`src/rtl/tick_sequencer.sv`:
```
// Programmable tick strobe generator with free-run and fixed-length burst modes.
// Optional single-step ticking from IDLE is enabled by defining TICK_SEQUENCER_SINGLE_STEP_EN.
module tick_sequencer #(
    parameter int unsigned DivWidth   = 16,
    parameter int unsigned BurstWidth = 8
) (
    input  logic                  Clock,
    input  logic                  Reset,
    input  logic                  Start,
    input  logic                  Stop,
    input  logic                  Mode,
    input  logic [DivWidth-1:0]   Divisor,
    input  logic [BurstWidth-1:0] BurstLen,
`ifdef TICK_SEQUENCER_SINGLE_STEP_EN
    input  logic                  Step,
`endif
    output logic                  Tick,
    output logic                  Busy,
    output logic                  Done,
    output logic [BurstWidth-1:0] TickCount
);

    typedef enum logic [1:0] {
        S_IDLE = 2'd0,
        S_RUN  = 2'd1,
        S_DONE = 2'd2
    } state_t;

    localparam logic [DivWidth-1:0]   DivOne   = DivWidth'(1);
    localparam logic [BurstWidth-1:0] CountOne = BurstWidth'(1);

    state_t                 state_q, state_d;
    logic [DivWidth-1:0]    cnt_q, cnt_d;
    logic [DivWidth-1:0]    div_q, div_d;
    logic [BurstWidth-1:0]  len_q, len_d;
    logic                   mode_q, mode_d;
    logic [BurstWidth-1:0]  count_q, count_d;
    logic                   tick_q, tick_d;
    logic [DivWidth-1:0]    div_eff;
    logic                   step_req;
    logic                   burst_end;

`ifdef TICK_SEQUENCER_SINGLE_STEP_EN
    assign step_req = Step;
`else
    assign step_req = 1'b0;
`endif

    assign div_eff   = (Divisor == '0) ? DivOne : Divisor;
    assign burst_end = mode_q && (count_q == len_q);

    always_comb begin
        state_d = state_q;
        cnt_d   = cnt_q;
        div_d   = div_q;
        len_d   = len_q;
        mode_d  = mode_q;
        count_d = count_q;
        tick_d  = 1'b0;

        unique case (state_q)
            S_IDLE: begin
                if (Start && !Stop) begin
                    state_d = S_RUN;
                    div_d   = div_eff;
                    cnt_d   = div_eff - DivOne;
                    len_d   = BurstLen;
                    mode_d  = Mode;
                    count_d = '0;
                end else if (step_req && !Start) begin
                    tick_d  = 1'b1;
                    count_d = count_q + CountOne;
                end
            end
            S_RUN: begin
                // Completion and Stop take precedence over a tick due on the same edge.
                if (Stop || burst_end) begin
                    state_d = S_DONE;
                end else if (cnt_q == '0) begin
                    tick_d  = 1'b1;
                    count_d = count_q + CountOne;
                    cnt_d   = div_q - DivOne;
                end else begin
                    cnt_d = cnt_q - DivOne;
                end
            end
            S_DONE: begin
                state_d = S_IDLE;
            end
            default: begin
                state_d = S_IDLE;
            end
        endcase
    end

    always_ff @(posedge Clock or posedge Reset) begin
        if (Reset) begin
            state_q <= S_IDLE;
            cnt_q   <= '0;
            div_q   <= '0;
            len_q   <= '0;
            mode_q  <= 1'b0;
            count_q <= '0;
            tick_q  <= 1'b0;
        end else begin
            state_q <= state_d;
            cnt_q   <= cnt_d;
            div_q   <= div_d;
            len_q   <= len_d;
            mode_q  <= mode_d;
            count_q <= count_d;
            tick_q  <= tick_d;
        end
    end

    assign Tick      = tick_q;
    assign Busy      = (state_q == S_RUN);
    assign Done      = (state_q == S_DONE);
    assign TickCount = count_q;

endmodule
```
`config.mk`:
```
export PLATFORM = sky130hd
export DESIGN_NAME = tick_sequencer
export DESIGN_NICKNAME = d
export VERILOG_FILES = /design/src/rtl/tick_sequencer.sv
export SDC_FILE = /design/constraint.sdc
export NUM_CORES = 1
export LEC_CHECK = 0
export BUFFER_PORTS_ARGS = -buffer_cell sky130_fd_sc_hd__buf_2
export CAP_MARGIN = 40
export CORE_MARGIN = 1.5
export CORE_UTILIZATION = 44
export DETAILED_ROUTE_END_ITERATION = 16
export GPL_TIMING_DRIVEN = 0
export REMOVE_ABC_BUFFERS = 1
export SETUP_SLACK_MARGIN = 0.2
export SLEW_MARGIN = 20
export SYNTH_ARGS = -nofsm -noshare
export SYNTH_HDL_FRONTEND = slang
export SYNTH_SLANG_ARGS = --single-unit
```
`constraint.sdc`:
```
create_clock -name Clock -period 5.82 [get_ports Clock]
set_clock_uncertainty 0.2 [all_clocks]
set_input_delay 0.291 -clock Clock [delete_from_list [all_inputs] [get_ports Clock]]
set_output_delay 0.291 -clock Clock [all_outputs]
set_load 0.02 [all_outputs]
```
==> results of run 1 <==
## registers in the layout, indices dropped and copies added (netlist names)
name       cells
TickCount      8
cnt_q         16
div_q         16
mode_q         1
len_q          8
Tick           1
state_q        2
## cell families after synthesis
group / share of synthesized area, %
compound gates: 15.1
xor+xnor: 7.65
fa+ha+maj: 0.841
buf+inv: 2.86
flops: 43.7
mux: 12.4
simple gates: 17.5
## metrics by stage
stage | cells | worst slack [ps] | util, %
detailed placement | 385 | 2930 | 50.5
floorplan | 265 | 2070 | -
global route | 401 | 2720 | 53.3
finish | 401 | 2910 | 53.3
global placement | 381 | 409 | 49.6
CTS | 400 | 2890 | 53.1
## routing by layer
metal / track usage (%) / vias to the layer above / wire (um)
met4: 4.02 / 0 / 52
li1: - / 1092 / -
met3: 3.21 / 4 / 284
met2: 29.3 / 43 / 2980
met1: 27.7 / 1096 / 3220
met5: 0 / - / 0
## worst max-delay path, stage by stage (launching register included)
cell and delay [ps]:
dfrtp_1 450, xor2_1 180, nor4_1 430, a41oi_1 260
a21oi_2 570, buf_8 230, inv_1 150, mux2_4 320
## layout by cell type, fill, tap and decap left out, drive strengths merged, types with 2 or more instances in the layout
cell type,synthesis,layout
dfrtp,52,52
buf,7,43
nand2,31,31
mux2,28,28
o21ai,24,24
xor2,19,19
nor2,19,19
nor4,9,9
dlygate4sd3,0,8
a21oi,8,8
inv,6,8
xnor2,7,7
nand4,7,7
nor3,6,6
a211oi,6,6
nand3,5,5
mux2i,5,5
clkbuf,4,5
o21bai,4,4
and3,3,3
nand2b,3,3
o211ai,3,3
a211o,3,3
a41oi,2,2
ha,2,2
a22oi,2,2
o31ai,2,2
## layout make-up
class | count | area [sq um]
clock buffer | 5 | 68.8
clock inverter | 3 | 26.3
fill | 591 | 3020
inverter | 6 | 25.0
multi-input combinational | 207 | 1600
sequential | 52 | 1300
tap | 77 | 96.3
timing repair buffer | 51 | 324
## power groups by stage
stage	Combinational (mW)	Clock [mW]	Sequential [mW]
after floorplan	0.260	0	0.547
after global placement	0.312	0	0.573
after detailed placement	0.327	0	0.576
after CTS	0.332	0.232	0.569
after global routing	0.366	0.243	0.584
final	0.329	0.223	0.568
## path summary, 6_finish.rpt
path / from / cells after the start / end
hold / removal: BurstLen[4] / 2 / len_q[4]$_DFFE_PP0P_
max in group asynchronous: Reset / 3 / div_q[11]$_DFFE_PP0P_
hold reg to reg: div_q[13]$_DFFE_PP0P_ / 1 / div_q[13]$_DFFE_PP0P_
setup reg to reg: TickCount[4]$_DFFE_PP0P_ / 7 / cnt_q[15]$_DFFE_PP0P_
min in group asynchronous: Reset / 3 / len_q[7]$_DFFE_PP0P_
setup / recovery: TickCount[4]$_DFFE_PP0P_ / 7 / cnt_q[15]$_DFFE_PP0P_
==> impl_metrics.py, run 1 <==
metrics = {
    "floorplan": {
        "die_w_um": 85.2,
        "coreArea_sq_um": 6460,
        "std_cell_rows": 29,
        "initial_core_util_pct": 46.1,
        "num_io_pins": 40,
        "die_area_sq_um": 7260,
        "die_h_um": 85.2,
    },
    "timing": {
        "worstMarginPinSlew_ps": 664,
        "hold_ws_ps": 13.8,
        "setup_viol": 0,
        "rsz0062_at_grt": "false",
        "fmax_ghz": 0.344,
        "relSlewSlack_pct": 55.7,
        "setup_tns_ps": 0,
        "finalHoldViolations": 0,
        "finalMaxSlewViolations": 0,
        "finalCriticalPeriod_ps": 2910,
        "final.period_utilization_pct": 49.9,
    },
    "logic_synthesis": {
        "synth_cells": 276,
        "synth-edff-count": 0,
        "synthTopCellsByArea": "dfrtp_1, mux2_2, xor2_1, nand2_1, nor2_1",
        "ys_warn_count": 0,
        "yosys-top-cells-count": "dfrtp_1, nand2_1, mux2_2, nor2_1, xor2_1",
        "synthFlopType": "dfrtp_1",
        "ys_async_sr_fraction_pct": 100,
        "syn-cell-area_sq_um": 2980,
        "syn_avg_cell_area_sq_um": 10.8,
        "yosys_register_bits": 52,
        "synth_top_area_cell": "dfrtp_1",
        "yosysSeqAreaShare_pct": 43.7,
        "netlist.area_leader.share_pct": 43.7,
        "yosysMostFrequentCell": "dfrtp_1",
        "ys_types": 55,
    },
    "drt": {
        "routed_wl_mm": 6.54,
        "vias": 2235,
        "drc": 3,
        "ant_nets": 0,
        "vias_per_cell": 5.57,
        "wl_per_cell_um": 16.3,
        "first_pass_iters": 10,
        "drtIter0Drc": 139,
    },
    "global_route": {
        "grt_pass1_vias": 2079,
        "grt_start_max_net_pins": 53,
        "grt.total_usage_pct": 18.8,
        "grt-ovfl-total": 0,
        "antenna_found_initial": 0,
        "grt_pass1_wl_mm": 10.6,
    },
    "cts": {
        "clkTransAtPathRegs_ps": 110,
        "root_buffer": "clkbuf_8",
        "tritoncts": "yes",
        "h-tree-depth": 2,
        "postCtsHoldBufs": 7,
        "cts.sinks": 52,
        "clock_latency_ps": 320,
        "cts_setup_buffers": 0,
        "post_cts_resized": 0,
        "numCtsBuffers": 5,
        "clock_path_buffers": 2,
    },
    "power_and_ir_drop": {
        "powerDensity_nw_per_um2": 326,
        "leakagePower_nw": 1.51,
        "p_sw_share_pct": 36.5,
        "p_seq_share_pct": 50.7,
        "peakVddDrop_mv": 0.143,
        "p_clk_share_pct": 19.9,
        "pwr-share-comb_pct": 29.3,
        "total_power_mw": 1.12,
        "p_sw_mw": 0.409,
        "intPower_mw": 0.711,
    },
    "setup_path": {
        "r2r_slack_ps": 2910,
        "critPathKind": "reg -> reg",
        "crit_fanout": 15,
        "worstPathArrival_ps": 2910,
        "crit_required_ps": 5830,
        "end_kind": "register",
        "cp-start-kind": "register",
    },
    "finish": {
        "syn_to_final_growth_pct": 15.6,
        "layout-drive-gt1-share_pct": 32.4,
        "finalNetCount": 354,
        "n_antenna_cell": 0,
        "fin_area_sq_um": 3440,
    },
    "place": {
        "dp_hpwl_mm": 4.67,
        "gp_congestion": 0.833,
        "io_buffers": 39,
        "placed_cell_area_sq_um": 3260,
    },
    "run_status": {
        "outcome": "complete, but fails checks",
        "violations": "design-rule violations",
    },
    "flow_run": {
        "maxCapViolCount": 0,
    },
    "min_path": {
        "hp-class": "in -> reg",
    },
}
Power figures use the tool's default switching activity.
==> run 2: changes to the inputs <==
==> constraint.sdc (replaced) <==
create_clock -name Clock -period 3 [get_ports Clock]
set_clock_uncertainty 0.2 [all_clocks]
set_input_delay 0.15 -clock Clock [delete_from_list [all_inputs] [get_ports Clock]]
set_output_delay 0.15 -clock Clock [all_outputs]
set_load 0.02 [all_outputs]
==> run 2 against run 1 <==
Net effect:
- the run still ends with design-rule violations left
- global-route usage is 1.1 points higher
- critical path depth is 2 higher
- total power is 99% higher
- routed wire length is 5.8% higher
- register-to-register slack worse by 2600 ps
- critical path type unchanged
- critical endpoint is now cnt_q[12]$_DFFE_PP0P_
- largest cell class unchanged
==> impl_metrics.py, run 2 (synthesized netlist as in run 1, its figures left out) <==
metrics = {
    "drt": {
        "routed_wl_mm": 6.92,
        "first_pass_iters": 10,
        "ant_nets": 0,
        "vias": 2377,
        "wl_per_cell_um": 16.2,
        "drtIter0Drc": 164,
        "vias_per_cell": 5.58,
        "drc": 3,
    },
    "place": {
        "dp_hpwl_mm": 4.67,
        "gp_congestion": 0.833,
        "io_buffers": 39,
        "placed_cell_area_sq_um": 3260,
    },
    "min_path": {
        "hp-class": "in -> reg",
    },
    "cts": {
        "numCtsBuffers": 5,
        "clock_latency_ps": 320,
        "cts.sinks": 52,
        "h-tree-depth": 2,
        "clock_path_buffers": 2,
        "tritoncts": "yes",
        "clkTransAtPathRegs_ps": 110,
        "root_buffer": "clkbuf_8",
    },
    "setup_path": {
        "path_cells": "nand2b_4 > a211o_2 > nand2_1 > ha_2 > o211ai_1 > nor3_4 > o2111ai_1 > xor2_1 > o21ai_1",
        "crit_family": "compound AO/OA/AOI/OAI gates",
        "cp-start-kind": "register",
        "crit_required_ps": 3040,
        "crit_fanout": 12,
        "cpMaxStageDelayCell": "dfrtp_1",
        "critPathMaxStageDelay_ps": 470,
        "worstPathArrival_ps": 2720,
        "end_kind": "register",
        "critPathKind": "reg -> reg",
        "path_buf_inv": 0,
    },
    "floorplan": {
        "die_h_um": 85.2,
        "initial_core_util_pct": 46.1,
        "die_area_sq_um": 7260,
        "coreArea_sq_um": 6460,
        "die_w_um": 85.2,
        "num_io_pins": 40,
        "std_cell_rows": 29,
    },
    "timing": {
        "setup_viol": 0,
        "finalHoldViolations": 0,
        "relSlewSlack_pct": 55.7,
        "rsz0062_at_grt": "false",
        "finalMaxSlewViolations": 0,
        "finalCriticalPeriod_ps": 2670,
        "worstMarginPinSlew_ps": 665,
        "fmax_ghz": 0.374,
        "final.period_utilization_pct": 89.2,
    },
    "power_and_ir_drop": {
        "p_seq_share_pct": 49.8,
        "intPower_mw": 1.41,
        "leakagePower_nw": 1.62,
        "p_sw_share_pct": 36.4,
        "p_sw_mw": 0.809,
        "peakVddDrop_mv": 0.294,
        "total_power_mw": 2.22,
        "pwr-share-comb_pct": 30.8,
        "powerDensity_nw_per_um2": 598,
        "p_clk_share_pct": 19.4,
    },
    "finish": {
        "layout_commonest_cell": "dfrtp_1",
        "finalNetCount": 379,
        "syn_to_final_growth_pct": 25.1,
        "fin_area_sq_um": 3720,
        "layout-drive-gt1-share_pct": 34.4,
        "n_antenna_cell": 0,
        "nFillCells": 564,
        "final_cell_mix": "dfrtp_1, buf_2, nand2_1, mux2_2, dlygate4sd3_1",
        "reg_top3": "cnt_q (16), div_q (16)",
    },
    "global_route": {
        "grt.total_usage_pct": 19.9,
        "grt_start_max_net_pins": 53,
        "grt_pass1_wl_mm": 11.2,
        "grt-ovfl-total": 0,
        "antenna_found_initial": 0,
        "grt_pass1_vias": 2217,
    },
    "flow_run": {
        "maxCapViolCount": 0,
    },
    "run_status": {
        "outcome": "complete, but fails checks",
        "violations": "design-rule violations",
    },
}
run 2: stage by stage:
stage               worst slack (ps)  TNS [ps]  util [%]  hold slack [ps]  std cells
detailed placement               113         0      50.5              104        385
global route                     200         0      57.6              122        426
finish                           325         0      57.6              123        426
floorplan                       -745     -9440         -              102        265
global placement               -2410    -70630      49.6              183        381
CTS                              226         0      56.8              120        422
run 2: power groups by stage:
stage / logic [mW] / clock network (mW) / registers (mW)
6_report: 0.686 / 0.430 / 1.11
5_1_grt: 0.759 / 0.469 / 1.14
4_1_cts: 0.683 / 0.451 / 1.11
3_5_place_dp: 0.634 / 0 / 1.12
3_3_place_gp: 0.605 / 0 / 1.11
2_1_floorplan: 0.505 / 0 / 1.06
run 2: final timing paths:
kind / from / endpoint / slack [ps] / cells past startpoint
max: state_q[1]$_DFFE_PP0P_ / cnt_q[12]$_DFFE_PP0P_ / 330 / 9
min reg2reg: div_q[13]$_DFFE_PP0P_ / div_q[13]$_DFFE_PP0P_ / 320 / 1
max in group asynchronous: Reset / cnt_q[5]$_DFFE_PP0P_ / 1850 / 3
max reg2reg: state_q[1]$_DFFE_PP0P_ / cnt_q[12]$_DFFE_PP0P_ / 330 / 9
min: Start / len_q[3]$_DFFE_PP0P_ / 120 / 3
min in group asynchronous: Reset / len_q[7]$_DFFE_PP0P_ / 280 / 3
run 2: timing repair:
| item | 4_1_cts | 5_1_grt |
|---|---|---|
| gates cloned | 1 | 0 |
| hold buffers | 27 | 0 |
| endpoints found under the setup margin | 5 | 5 |
| hold endpoints to repair | 78 | 0 |
| pin swaps | 1 | 3 |
| gates resized for setup | 8 | 5 |
| buffers inserted | 1 | 4 |
run 2: layout make-up:
type	instances	area, sq um	area share, %
repair buffers	75	552	14.8
inverters	6	27.5	0.740
well taps	77	96.3	2.59
clock inverters	3	26.3	0.706
clock buffers	5	68.8	1.85
multi-input cells	208	1640	44.1
flip-flops and latches	52	1310	35.1
run 2: worst register-to-register path: stages, from the launching register on:
cell	delay, ps
dfrtp_1	470
nand2b_4	280
a211o_2	390
nand2_1	90
ha_2	240
o211ai_1	180
nor3_4	280
o2111ai_1	180
xor2_1	170
o21ai_1	130
run 2: routing by layer:
layer | GRT usage (%) | part of all wire, %
met1 | 28.3 | 48
met2 | 31.7 | 47
met3 | 3.99 | 4.7
met4 | 4.02 | 0.84
met5 | 0 | 0
==> run 3: changes to the inputs <==
--- a/config.mk
+++ b/config.mk
@@ -10,7 +10,6 @@
 export CORE_MARGIN = 1.5
 export CORE_UTILIZATION = 44
 export DETAILED_ROUTE_END_ITERATION = 16
-export GPL_TIMING_DRIVEN = 0
 export REMOVE_ABC_BUFFERS = 1
 export SETUP_SLACK_MARGIN = 0.2
 export SLEW_MARGIN = 20
==> run 3 against run 2 <==
Net effect:
- the flow still finishes with violations (design-rule violations)
- sequential power barely moved
- sequential share of layout area barely moved
- core utilization barely moved
- final area barely moved
- first-iteration DRC count fell by 20%
- non-clock buffer count rose by 3
- register-to-register slack barely moved
- routed wire length fell by 0.55%
- total power rose by 3.3%
- sequential cell count did not move
- largest cell class unchanged
==> impl_metrics.py, run 3 (synthesized netlist as in run 1, its figures left out) <==
metrics = {
    "timing": {
        "finalMaxSlewViolations": 0,
        "setup_viol": 0,
        "finalHoldViolations": 0,
        "worstMarginPinSlew_ps": 552,
        "finalCriticalPeriod_ps": 2680,
        "final.period_utilization_pct": 89.2,
        "fmax_ghz": 0.374,
        "rsz0062_at_grt": "false",
        "setup_tns_ps": 0,
        "relSlewSlack_pct": 63.2,
    },
    "cts": {
        "root_buffer": "clkbuf_8",
        "clock_latency_ps": 310,
        "clock_path_buffers": 2,
        "tritoncts": "yes",
        "numCtsBuffers": 5,
        "cts.sinks": 52,
        "clkTransAtPathRegs_ps": 100,
        "h-tree-depth": 2,
    },
    "floorplan": {
        "std_cell_rows": 29,
        "num_io_pins": 40,
        "initial_core_util_pct": 46.1,
        "die_h_um": 85.2,
        "die_w_um": 85.2,
        "coreArea_sq_um": 6460,
        "die_area_sq_um": 7260,
    },
    "setup_path": {
        "critPathKind": "reg -> reg",
        "crit_required_ps": 3000,
        "cpMaxStageDelayCell": "dfrtp_1",
        "critPathMaxStageDelay_ps": 440,
        "worstPathArrival_ps": 2680,
        "crit_fanout": 4,
        "cp-start-kind": "register",
        "path_cells": "nor4_4 > and4_4 > a211o_2 > nand2_1 > ha_2 > o211ai_1 > nor3_2 > buf_4 > o2111ai_1 > xor2_1 > o21ai_1",
        "end_kind": "register",
    },
    "flow_run": {
        "maxCapViolCount": 0,
    },
    "global_route": {
        "grt-ovfl-total": 0,
        "grt_pass1_wl_mm": 11.7,
        "antenna_found_initial": 0,
        "grt_pass1_vias": 2329,
        "grt.total_usage_pct": 20.4,
        "grt_start_max_net_pins": 29,
    },
    "finish": {
        "final_cell_mix": "dfrtp_1, buf_2, nand2_1, mux2_2, dlygate4sd3_1",
        "layout-drive-gt1-share_pct": 34.8,
        "finalNetCount": 381,
        "layout_commonest_cell": "dfrtp_1",
        "nFillCells": 560,
        "fin_cells": 428,
        "n_antenna_cell": 0,
        "regArea_sq_um": 1310,
        "multiInputGateArea_sq_um": 1620,
        "reg_top3": "cnt_q (16), div_q (16)",
        "final_util_pct": 57.6,
        "syn_to_final_growth_pct": 25.0,
    },
    "drt": {
        "first_pass_iters": 10,
        "routed_wl_mm": 6.88,
        "vias": 2331,
        "wl_per_cell_um": 16.1,
        "ant_nets": 0,
        "drtIter0Drc": 131,
        "vias_per_cell": 5.45,
        "drc": 3,
    },
    "power_and_ir_drop": {
        "powerDensity_nw_per_um2": 617,
        "peakVddDrop_mv": 0.428,
        "leakagePower_nw": 1.63,
    },
    "place": {
        "place_inst": 389,
        "io_buffers": 39,
        "gp_congestion": 0.877,
        "dp_hpwl_mm": 4.91,
    },
    "run_status": {
        "outcome": "complete, but fails checks",
        "violations": "design-rule violations",
    },
    "min_path": {
        "hp-class": "in -> reg",
    },
}
[run 3: path summary, 6_finish.rpt]
| check | startpoint | endpoint | slack, ps | depth (start not counted) |
|---|---|---|---|---|
| worst max-delay path | cnt_q[8]$_DFFE_PP0P_ | cnt_q[12]$_DFFE_PP0P_ | 320 | 11 |
| worst min-delay path | Divisor[1] | div_q[0]$_DFFE_PP0P_ | 190 | 4 |
| worst max register to register | cnt_q[8]$_DFFE_PP0P_ | cnt_q[12]$_DFFE_PP0P_ | 320 | 11 |
| worst min register to register | div_q[13]$_DFFE_PP0P_ | div_q[13]$_DFFE_PP0P_ | 320 | 1 |
| max in group asynchronous | Reset | cnt_q[7]$_DFFE_PP0P_ | 1560 | 4 |
| min in group asynchronous | Reset | div_q[2]$_DFFE_PP0P_ | 230 | 3 |
[run 3: area by class of cell]
type	instances	area share [%]
clock buffers	5	1.85
well taps	77	2.59
inverters	6	0.605
multi-input cells	207	43.6
clock inverters	3	1.24
repair buffers	78	14.9
flip-flops and latches	52	35.2
[run 3: worst max-delay path: cells and delay by family, from the launching register on]
kind | cells | cell delay, ps
AOI/OAI and AO/OA | 4 | 510
xor gates and xnor gates | 1 | 160
adders and majority gates | 1 | 220
buffers and inverters | 1 | 140
DFF | 1 | 440
and+or+nand+nor | 4 | 900
[run 3: timing repair]
item,CTS,global route
endpoints found under the hold margin,50,0
buffers inserted,4,0
endpoints found under the setup margin,2,4
hold buffers,27,0
gates cloned,0,0
pin swaps,2,1
gates resized for setup,1,9
[run 3: metrics by stage]
step | total power, mW | hold slack, ps | area [sq um] | setup slack [ps]
2_1_floorplan | 1.57 | 102 | 2910 | -745
3_3_place_gp | 1.75 | 35.4 | 3270 | 301
3_5_place_dp | 1.76 | 36.3 | 3270 | 186
4_1_cts | 2.30 | 217 | 3700 | 224
5_1_grt | 2.44 | 231 | 3720 | 205
6_report | 2.30 | 191 | 3720 | 323
[run 3: report_power, final]
part | leakage, nW | total, mW | switching, mW | internal, mW
logic | 0.941 | 0.680 | 0.336 | 0.344
clock network | 0.0548 | 0.499 | 0.247 | 0.252
registers | 0.632 | 1.12 | 0.221 | 0.897
total | 1.63 | 2.30 | 0.804 | 1.49
[run 3: per-layer routing]
layer	share of wire [%]	wire length, um	GRT usage [%]	vias to the layer above
li1	-	-	-	1141
met1	51	3480	29.9	1146
met2	45	3120	32.0	37
met3	3.2	220	3.11	7
met4	0.99	68	4.62	0
met5	0	0	0	-
